## config.mk

```make
export PLATFORM = sky130hd
export DESIGN_NAME = rr_req_enc
export DESIGN_NICKNAME = d
export VERILOG_FILES = /design/src/rtl/rr_req_enc.sv
export SDC_FILE = /design/constraint.sdc
export NUM_CORES = 1
export LEC_CHECK = 0
export CORE_MARGIN = 2
export CORE_UTILIZATION = 25
export CTS_CLUSTER_DIAMETER = 150
export DETAILED_ROUTE_END_ITERATION = 8
export GPL_ROUTABILITY_DRIVEN = 1
export HOLD_SLACK_MARGIN = 0.1
export PLACE_DENSITY_LB_ADDON = 0.15
export SLEW_MARGIN = 10
export SYNTH_ARGS = -nofsm -noshare
export SYNTH_HDL_FRONTEND = slang
export SYNTH_SLANG_ARGS = --single-unit
```

## constraint.sdc

```tcl
create_clock -name clk -period 3.99 [get_ports clk]
set_input_delay 0.5985 -clock clk [delete_from_list [all_inputs] [get_ports clk]]
set_output_delay 0.5985 -clock clk [all_outputs]
set_load 0.02 [all_outputs]
```

## src/rtl/rr_req_enc.sv

```systemverilog
// Round-robin request encoder driving a 2-to-4 decoder's select/valid pair.
// Grants are held until ack, withdrawal or timeout, with a one-cycle v=0 gap between owners.
module rr_req_enc #(
  parameter int unsigned TIMEOUT = 8
) (
  input  logic       clk,
  input  logic       rst,
  input  logic [3:0] req,
  input  logic       ack,
  output logic [1:0] I,
  output logic       v,
  output logic       tmo
);

  localparam logic [0:0] IDLE  = 1'b0;
  localparam logic [0:0] GRANT = 1'b1;

  localparam bit         TMO_EN   = (TIMEOUT != 0);
  localparam logic [7:0] TMO_LAST = TMO_EN ? 8'(TIMEOUT - 1) : 8'd0;

  logic [0:0] state_reg, state_next;
  logic [1:0] ptr_reg, ptr_next;
  logic [7:0] cnt_reg, cnt_next;
  logic [1:0] idx_reg, idx_next;
  logic       v_reg, v_next;
  logic       tmo_reg, tmo_next;

  // Candidate k is the (k+1)-th index after the last owner, so the
  // just-released requester is always examined last.
  logic [1:0] cand [4];
  logic [3:0] hit;

  genvar gi;
  generate
    for (gi = 0; gi < 4; gi++) begin : g_cand
      assign cand[gi] = ptr_reg + 2'(gi + 1);
      assign hit[gi]  = req[cand[gi]];
    end
  endgenerate

  logic [1:0] win_idx;
  logic       any_req;

  always_comb begin
    win_idx = cand[3];
    for (int k = 3; k >= 0; k--) begin
      if (hit[k]) win_idx = cand[k];
    end
  end

  assign any_req = |req;

  logic rel_ack, rel_wd, rel_to, release_now;

  assign rel_ack     = ack;
  assign rel_wd      = ~req[idx_reg];
  assign rel_to      = TMO_EN && (cnt_reg == TMO_LAST);
  assign release_now = rel_ack | rel_wd | rel_to;

  always_comb begin
    state_next = state_reg;
    ptr_next   = ptr_reg;
    cnt_next   = cnt_reg;
    idx_next   = idx_reg;
    v_next     = v_reg;
    tmo_next   = 1'b0;

    case (state_reg)
      IDLE: begin
        if (any_req) begin
          idx_next   = win_idx;
          v_next     = 1'b1;
          cnt_next   = 8'd0;
          state_next = GRANT;
        end
      end
      GRANT: begin
        if (release_now) begin
          v_next     = 1'b0;
          ptr_next   = idx_reg;
          cnt_next   = 8'd0;
          state_next = IDLE;
          // A simultaneous ack or withdrawal takes precedence over timeout.
          tmo_next   = rel_to & ~rel_ack & ~rel_wd;
        end else begin
          cnt_next = cnt_reg + 8'd1;
        end
      end
      default: begin
        state_next = IDLE;
        v_next     = 1'b0;
      end
    endcase
  end

  always_ff @(posedge clk) begin
    if (rst) begin
      state_reg <= IDLE;
      ptr_reg   <= 2'b11;
      cnt_reg   <= 8'd0;
      idx_reg   <= 2'b00;
      v_reg     <= 1'b0;
      tmo_reg   <= 1'b0;
    end else begin
      state_reg <= state_next;
      ptr_reg   <= ptr_next;
      cnt_reg   <= cnt_next;
      idx_reg   <= idx_next;
      v_reg     <= v_next;
      tmo_reg   <= tmo_next;
    end
  end

  assign I   = idx_reg;
  assign v   = v_reg;
  assign tmo = tmo_reg;

endmodule

```

; Word-level counts from Yosys, hierarchy flattened
; Cells that the tools add are included.
[totals]
ff_bits = 15
inputBits = 7
output_inout_bits = 4
elab_cells = 50
[op_classes]
addsub = 4
magnitude_cmp = 4
n_eq_ne = 3
mux = 20
bitwise = 8
n_reduce_logical = 5
[op_table]
columns = operator, n
row1 = $mux W8, 2
row2 = $pmux W8 S2, 1
row3 = $lt A2 B3 Y1 const B, 4
row4 = $add A8 B1 Y8 const B, 1
row5 = $bmux W1 S2, 4
row6 = $eq A8 B3 Y1 const B, 1
row7 = $mux W1, 8
row8 = $mux W2, 3
row9 = $reduce_and A2 Y1, 3
row10 = $add A2 B2 Y2 const B, 2
row11 = $not A1 Y1, 4
row12 = $pmux W1 S2, 2
row13 = $reduce_or A4 Y1, 1
row14 = $reduce_or A3 Y1, 1
row15 = $add A2 B1 Y2 const B, 1
row16 = $and A1 B1 Y1, 2
row17 = $ne A2 B1 Y1 const B, 1
row18 = $ne A2 B2 Y1 const B, 1
row19 = $or A1 B1 Y1, 2

; Logic depth before layout (Yosys ltp)
; Gate-level depths: netlist of the first run.
[logic_depth]
word_depth = 7
depth_mapped = 5
ltp_nobuf = 5

; Least setup slack after synthesis of the first run
; No wires, ideal clock.
[synth_path]
path_type = register -> register
start = register cnt_reg[0]
end = register cnt_reg[2]
setup_ns = 0.064
arrival_ns = 1.455
required_ns = 3.926
path_slack_ns = 2.471
stages_incl_launch_ff = 6
n_path_buf = 0
period_less_slack_ns = 1.519
path_cell_list = dfxtp_1 -> ha_1 -> nor4b_2 -> a311o_2 -> o311a_1 -> nor2_1
[synth_between]
elab_chain_len = 4
word_cells_on_any_way = 5
classes_between = add/sub (1) / eq/ne (1) / mux (2) / bitwise (1)
[synth_rtl]
columns = element, line_no
row1 = "start, declared", 23  ; logic [7:0] cnt_reg, cnt_next;
row2 = "start signal, assigned", 107  ; cnt_reg <= cnt_next;
row3 = "parallel branches: the longest is 2 deep, another holds $add A8 B1 Y8", --
row4 = $mux W8 (*), 78  ; if (release_now) begin
row5 = $pmux W8 S2 (*), 68  ; case (state_reg)
; Every way passes the cells marked *.
; A chain may end at the register's enable or synchronous reset.

; Final worst setup path of the first run
[layout_path]
start = input req[3]
end = register cnt_reg[7]
[layout_between]
elab_chain_len = 7
word_cells_on_any_way = 9
classes_between = eq/ne (1) / mux (4) / bitwise (3) / reduce/logical (1)
[layout_rtl]
columns = element, line_no
row1 = "start, declared", 8  ; input logic [3:0] req,
row2 = $bmux W1 S2, 56  ; assign rel_wd = ~req[idx_reg];
row3 = $mux W1 (not written as such), 56
row4 = $not A1 Y1, 56
row5 = $or A1 B1 Y1 (2 in a row), 58  ; assign release_now = rel_ack | rel_wd | rel_to;
row6 = $mux W8, 78
row7 = $pmux W8 S2, 68
; Parallel ways exist; a longest one is shown, timed or not. The select of a mux whose other input is x is not followed.

==> results of run 1 <==
-- power breakdown --
group / switching [mW] / internal, mW / leakage (nW)
clock network: 0.0500 / 0.0388 / 0.0150
logic: 0.0328 / 0.0295 / 0.171
registers: 0.0102 / 0.158 / 0.122
-- cells in the final DEF (no fill, tap or decap), types with 3 or more instances in the layout --
cell type	netlist	layout
sky130_fd_sc_hd__nor2_1	11	11
sky130_fd_sc_hd__clkbuf_4	0	3
sky130_fd_sc_hd__nand2_1	5	5
sky130_fd_sc_hd__nand3_1	4	4
sky130_fd_sc_hd__nor3_1	3	3
sky130_fd_sc_hd__dfxtp_1	15	15
sky130_fd_sc_hd__clkdlybuf4s50_1	0	10
sky130_fd_sc_hd__nand2b_1	4	4
sky130_fd_sc_hd__o21ai_0	3	3
sky130_fd_sc_hd__inv_1	5	5
sky130_fd_sc_hd__a21oi_1	6	6
sky130_fd_sc_hd__mux2i_1	4	4
-- worst paths after layout --
| check | slack (ns) | to | cells past startpoint | from |
|---|---|---|---|---|
| setup reg to reg | 2.20 | ptr_reg[0] | 5 | cnt_reg[0] |
| setup / recovery | 1.98 | cnt_reg[7] | 5 | req[3] |
| hold / removal | 0.50 | v | 2 | v |
| hold reg to reg | 0.50 | v | 2 | v |
-- cells by family after synthesis --
family	after synthesis	share of synthesized area, %
AO/OA/AOI/OAI	25	22.8
adder cells (fa/ha/maj)	1	1.55
flip-flops	15	37.2
multiplexers	4	4.96
buffers and inverters	7	3.26
XOR/XNOR	2	2.17
AND/OR/NAND/NOR	41	28.1
-- worst reg2reg max path: cells and delay by family, from the launching register on --
kind	cells	cell delay, ns
DFF	1	0.40
and+or+nand+nor	2	0.52
AOI/OAI and AO/OA	1	0.33
muxes	1	0.21
adders and majority gates	1	0.25
-- per-layer routing --
metal	global-route usage [%]	up-vias
met2	16.3	12
li1	-	382
met3	1.28	2
met5	0	-
met4	4.66	0
met1	16.0	336
-- synth_stat cells, types with 2 or more instances --
library cell,instances,share of area [%]
sky130_fd_sc_hd__o21ai_0,3,1.9
sky130_fd_sc_hd__nor4_1,2,1.6
sky130_fd_sc_hd__nand2_1,5,2.3
sky130_fd_sc_hd__nor2_1,11,5.1
sky130_fd_sc_hd__nor3b_1,2,1.9
sky130_fd_sc_hd__dfxtp_1,15,37
sky130_fd_sc_hd__o32ai_1,2,2.2
sky130_fd_sc_hd__xnor2_1,2,2.2
sky130_fd_sc_hd__a21oi_1,6,3.7
sky130_fd_sc_hd__mux2i_1,4,5.0
sky130_fd_sc_hd__nor3_1,3,1.9
sky130_fd_sc_hd__inv_1,5,2.3
sky130_fd_sc_hd__nand3_1,4,2.5
sky130_fd_sc_hd__nand4_1,2,1.6
sky130_fd_sc_hd__nand2b_1,4,3.1
-- stage by stage --
step                std cells  total power, mW
global route              152            0.338
finish                    152            0.319
detailed placement        148            0.234
CTS                       152            0.323
floorplan                  95            0.209
global placement          148            0.233
-- cell type report --
type	instances	area share (%)
clock buffers	4	2.67
flip-flops and latches	15	30.5
multi-input cells	73	48.8
inverters	6	2.29
repair buffers	10	10.2
well taps	44	5.59
==> run summary, run 1 <==
The run finished with clean final reports. The share of cells above drive strength 1 came out at 10.2%. The worst endpoint required time is 4.22 ns.

The via count of the first global-routing pass came out at 685. Setup violations remaining at the end of the flow were counted as 0. VDD sags by at most 0.0876 mV. The total length of routed met3 wires came out at 52 um. The area of the core came out at 0.00305 mm^2.

The sum of routed wire length over all layers came out at around 1800 um. STA classifies the critical path endpoint as a flop. The average wire per cell in the routed design came out at roughly 12 um.

The clock latency on the worst-skew pair is 0.28 ns. The async set or reset register ratio after synthesis came out at 0%. The routed via count is 732. The cell count after synthesis came out at 95. The number of antenna violations at the first check in global routing is 0. Of the available clock period, the critical path in the final layout requires 50.3%.

The effective utilization at floorplan is 26.4%. The relative area change from synthesis to final layout came out at 22.0%. The number of warnings printed during yosys synthesis came out at 0. The kind of cell with the highest combined delay along the critical path is simple AND/OR/NAND/NOR gates.

The achievable frequency is 499 MHz. The area of all placed cells without fillers came out at 985 um^2. The count of inserted antenna diode cells came out at 0. The largest driver fanout on the critical path is 5.

The maximum count of clock buffers along a single path is 2. The number of search-and-repair iterations in the first detailed-routing pass came out at 4. At the pin with the least slew margin, the transition time is ~0.56 ns. The worst setup path is of the input port to flop kind. The global placer's final weighted congestion is 0.709.

The post-layout minimum cycle time is ~2 ns. The tightest min-delay check is of the flop to flop type. The number of hold-repair buffers added at the cts stage is 0. TritonCTS built the clock tree. The power per unit of standard cell area is 324 mW/mm^2.

The clock transition at the register clock pins on the worst setup and hold paths after CTS is about 0.090 ns. Counting the fill cells in the layout gives 345. Among all flip-flop cells after synthesis, the most frequent one is sky130_fd_sc_hd__dfxtp_1. The detailed router used layers up to and including met4. Dividing the synthesized area by the synthesized cell count gives 8.49 um^2.

The number of slew-limit violations in the final report is 0. The estimated wirelength of the detail-placed design came out at approximately 1400 um. The initialized floorplan defines 20 standard-cell rows. The headroom to the max-slew limit came out at 62.1%.

The number of nets with antenna violations after routing came out at 0. The DRC violation count after routing is 0. The post-place instance area is 958 um^2. The number of DRC markers in iteration 0 came out at 24.

For this run, the slowest stage of the critical path takes ~0.56 ns. The mapped cell area is slightly above 800 um^2. The combined area of the multi-input logic cells is 480 um^2.

The setup clock skew after layout is 0.00336 ns. The total overflow left after global routing is 0. The category of the worst setup path launch point is an input port. The first-pass GRT wire length came out at between 3000 and 4000 um. The area of the die came out at 0.00370 mm^2. The synthesized design contains 15 register bits.

The reported leakage power came out at 0.308 nW. The number of buffers added for setup after CTS is 0. The total CTS buffers is 3. The final hold slack came out at 0.498 ns.

The buffering stage count on the worst path with inverters included came out at 1. The data arrival time of the worst path came out at 2.24 ns. Traced cell by cell, the critical path runs through clkdlybuf4s50_1 -> nor4_1 -> nand3_1 -> nand2_1 -> o22a_1. During I/O placement, the number of pins put on the boundary was 11. Setup repair after global routing left no endpoint under its margin. The worst setup slack after layout is 1.98 ns. The wire length on met2 came out at 745 um. The number of hold violations in the final report came out at 0. The slowest stage of the critical path is the sky130_fd_sc_hd__nor4_1 cell. The height of the die is 60.8 um. The largest net degree at the start of global routing is 16. The tree built by TritonCTS fans out to 15 sinks. OpenSTA, run right after detailed placement, puts the worst setup slack at roughly 1.7 ns. The synthesized netlist net count is approximately 100. Global routing consumed, over all layers together, between 10 and 15% of the routing resources. The register with the most flip-flops in the layout has 8 of them. CTS placed an instance of sky130_fd_sc_hd__clkbuf_4 at the clock tree root.

Using the TritonRoute via totals, the vias-per-cell ratio works out to 4.82. The sum of negative setup slack came out at 0 ns. The count of buffers inserted at the top-level ports came out at 10. The number of violations of the max-capacitance limit came out at 0. Sequential elements use a little under two fifths of the synthesized area.

In the final routing, the length of wire on met1 measures 980 um. For this run, the share of the core covered by cells in the final layout is 32.3%. In the final design database the tool counted between 100 and 150 nets.

Summing all flip-flop and latch instances after layout gives 300 um^2. The number of enable-type register cells in the synthesized netlist came out at 0. The number of instances resized during post-cts repair is 0. The CTS H-tree depth is 1. The floorplan step set the die width to 60.8 um. The distinct cell type count of the synthesized netlist is 40.
(Power assumes the default switching activity.)
==> inputs of run 2 (changes only) <==
==> constraint.sdc (replaced) <==
create_clock -name clk -period 1.9 [get_ports clk]
set_input_delay 0.285 -clock clk [delete_from_list [all_inputs] [get_ports clk]]
set_output_delay 0.285 -clock clk [all_outputs]
set_load 0.02 [all_outputs]
==> run summary, run 2 (synthesis results as in run 1) <==
Status: complete, no violations (unchanged). The setup clock skew after layout is 0.00884 ns (was 0.00336 ns). The number of nets with antenna violations after routing came out at 0 (unchanged). The largest driver fanout on the critical path came out at 6 (was 5). The count of pins on the block boundary came out at 11 (unchanged). The routed via count is 732 (unchanged). The count of endpoints failing setup in the final report is 0 (unchanged). The path category of the worst min-delay check is flop to flop (unchanged). The share of total power consumed by net switching came out at 28.2% (was 29.1%).

The flip-flop count of the largest register, all copies and words added is 8 (unchanged). The number of standard-cell rows in the floorplan is 20 (unchanged). The CTS tree is done (unchanged). The final cycle utilization of the critical path is approximately 87%. The clock transition at the register clock pins on the worst setup and hold paths after CTS is 0.09 ns (about the same).

The average wire per cell in the routed design is 11.1 um (was 11.9 um). The overflow left after global routing is 0 (unchanged). The number of hold-repair buffers added at the cts stage came out at 0 (unchanged). The achievable frequency is 603 MHz. The number of antenna violations at the first check in global routing is 0 (unchanged). The number of instances resized during post-cts repair came out at 0 (unchanged). The endpoint kind of the worst setup timing path is a flop (unchanged). The number of slew-limit violations in the final report came out at 0 (unchanged). The clock latency on the worst-skew pair came out at 0.27 ns (was 0.28 ns).

The clock power share came out at 26.7% (was 27.8%). The combinational share of power is 20.1% (was 19.5%). The sum of negative setup slack came out at 0 ns (unchanged). Top library cells by usage in the layout, fill and taps aside: sky130_fd_sc_hd__dfxtp_1, sky130_fd_sc_hd__nor2_1, sky130_fd_sc_hd__clkdlybuf4s50_1, sky130_fd_sc_hd__a21oi_1 (unchanged). The first-pass GRT wire length is 3020 um (was 3070 um). The global placer's final weighted congestion is 0.796 (was 0.709). The worst setup slack after layout is 0.242 ns (was 1.98 ns). The post-placement worst setup slack came out at 0.142 ns (was 1.71 ns). The power per unit of standard cell area is 660 mW/mm^2 (was 324 mW/mm^2). The count of fill cells added during filler insertion is 334 (was 345).

The largest net degree at the start of global routing came out at 12 (was 16). The count of buffers inserted at the top-level ports is 10 (unchanged). The kind of critical path is flop to flop (was input port to flop). The internal power consumption is 0.477 mW (was 0.226 mW). Unrepaired setup endpoints after global routing: false (unchanged).

The effective utilization at floorplan is 26.4% (unchanged). The via count of the first global-routing pass was 688 (was 685). The number of buffers added for setup after CTS came to 0 (unchanged).

The most frequent standard cell in the layout excluding fill and tap cells is sky130_fd_sc_hd__dfxtp_1 (unchanged). The x dimension of the die came to 60.8 um (unchanged). The number of search-and-repair iterations in the first detailed-routing pass came out at 4 (unchanged). The number of sinks handled by clock tree synthesis is 15 (unchanged). The sequential fraction of design power came out at 53.2% (was 52.7%). The utilization after layout is 33.0% (was 32.3%). The estimated wirelength of the detail-placed design is 1340 um (was 1370 um). The maximum count of clock buffers along a single path is 2 (unchanged). The number of hold violations in the final report came to 0 (unchanged). The total global routing track utilization came to 10.8% (was 11.0%).

The net switching power is 0.187 mW (was 0.0930 mW). Counting I/O delays and the setup requirement, the final critical path takes 1.66 ns. The height of the die came out at 60.8 um (unchanged).

The share of cells above drive strength 1 is 12.6% (was 10.2%). The number of violations of the max-capacitance limit came out at 0 (unchanged). The category of the worst setup path launch point is a flop (was input port).

The count of inserted antenna diode cells came out at 0 (unchanged). The area of the core came out at 0.00305 mm^2 (unchanged). The CTS H-tree depth is 1 (unchanged). The worst endpoint required time is 2.12 ns (was 4.22 ns).

The data arrival time of the worst path came to 1.87 ns (was 2.24 ns). The total CTS buffers came out at 3 (unchanged). The relative area change from synthesis to final layout is 24.8% (was 22.0%). The DRC violation count after routing was 0 (unchanged). The post-detailed-route via-to-cell ratio is 4.72 (was 4.82). The area of the die is 0.00370 mm^2 (unchanged).

The largest vdd supply drop is 0.135 mV (was 0.0876 mV). The final layout net count was 120 (was 117). The headroom to the max-slew limit came out at 79.5% (was 62.1%).

The actual transition at the worst max-transition pin was 0.308 ns (was 0.563 ns). The sum of routed wire length over all layers is 1720 um (was 1810 um). The number of DRC markers in iteration 0 came out at 34 (was 24). The reported leakage power came out at 0.323 nW (was 0.308 nW). The buffer cell driving the clock tree root is sky130_fd_sc_hd__clkbuf_4 (unchanged).
[run 2: cell types whose count changed in the layout (fill, tap and decap cells not counted), sizes merged]
cell	delta
buf	+3
[run 2: critical path: stages (launching register included)]
cell                      delay, ns
sky130_fd_sc_hd__dfxtp_1       0.35
sky130_fd_sc_hd__ha_1          0.26
sky130_fd_sc_hd__nor4b_2       0.18
sky130_fd_sc_hd__a311o_2       0.43
sky130_fd_sc_hd__o311a_1       0.30
sky130_fd_sc_hd__nor2_1        0.09
[run 2: worst paths after layout]
| check | startpoint | cells after the start | slack, ns | endpoint |
|---|---|---|---|---|
| max | cnt_reg[0] | 5 | 0.24 | cnt_reg[2] |
| min | cnt_reg[1] | 2 | 0.50 | cnt_reg[1] |
| max reg2reg | cnt_reg[0] | 5 | 0.24 | cnt_reg[2] |
| min reg2reg | cnt_reg[1] | 2 | 0.50 | cnt_reg[1] |
[run 2: layout make-up]
class / count / area [um^2] / share of cell area (%)
sequential: 15 / 300 / 29.8
clock buffer: 4 / 26.3 / 2.61
tap: 44 / 55.1 / 5.47
multi-input combinational: 73 / 480 / 47.7
timing repair buffer: 13 / 123 / 12.2
inverter: 6 / 22.5 / 2.24
[run 2: metal layers]
layer | track usage [%] | share of wire (%)
met5 | 0 | 0
met4 | 3.73 | 1.5
met3 | 2.35 | 2.8
met2 | 15.5 | 40
met1 | 15.7 | 55
[run 2: through the flow]
step	power, mW	std cells	hold slack, ns	instance area (um^2)
after floorplan	0.439	95	0.364	807
after global placement	0.494	151	0.488	981
after detailed placement	0.495	151	0.497	981
after CTS	0.673	155	0.509	1010
after global routing	0.712	155	0.552	1010
final	0.665	155	0.504	1010
[run 2: power by group through the flow]
| stage | sequential [mW] | clock (mW) | combinational, mW |
|---|---|---|---|
| 6_report | 0.354 | 0.177 | 0.134 |
| 5_1_grt | 0.358 | 0.207 | 0.148 |
| 4_1_cts | 0.354 | 0.186 | 0.134 |
| 3_5_place_dp | 0.362 | 0 | 0.133 |
| 3_3_place_gp | 0.361 | 0 | 0.133 |
| 2_1_floorplan | 0.365 | 0 | 0.0739 |
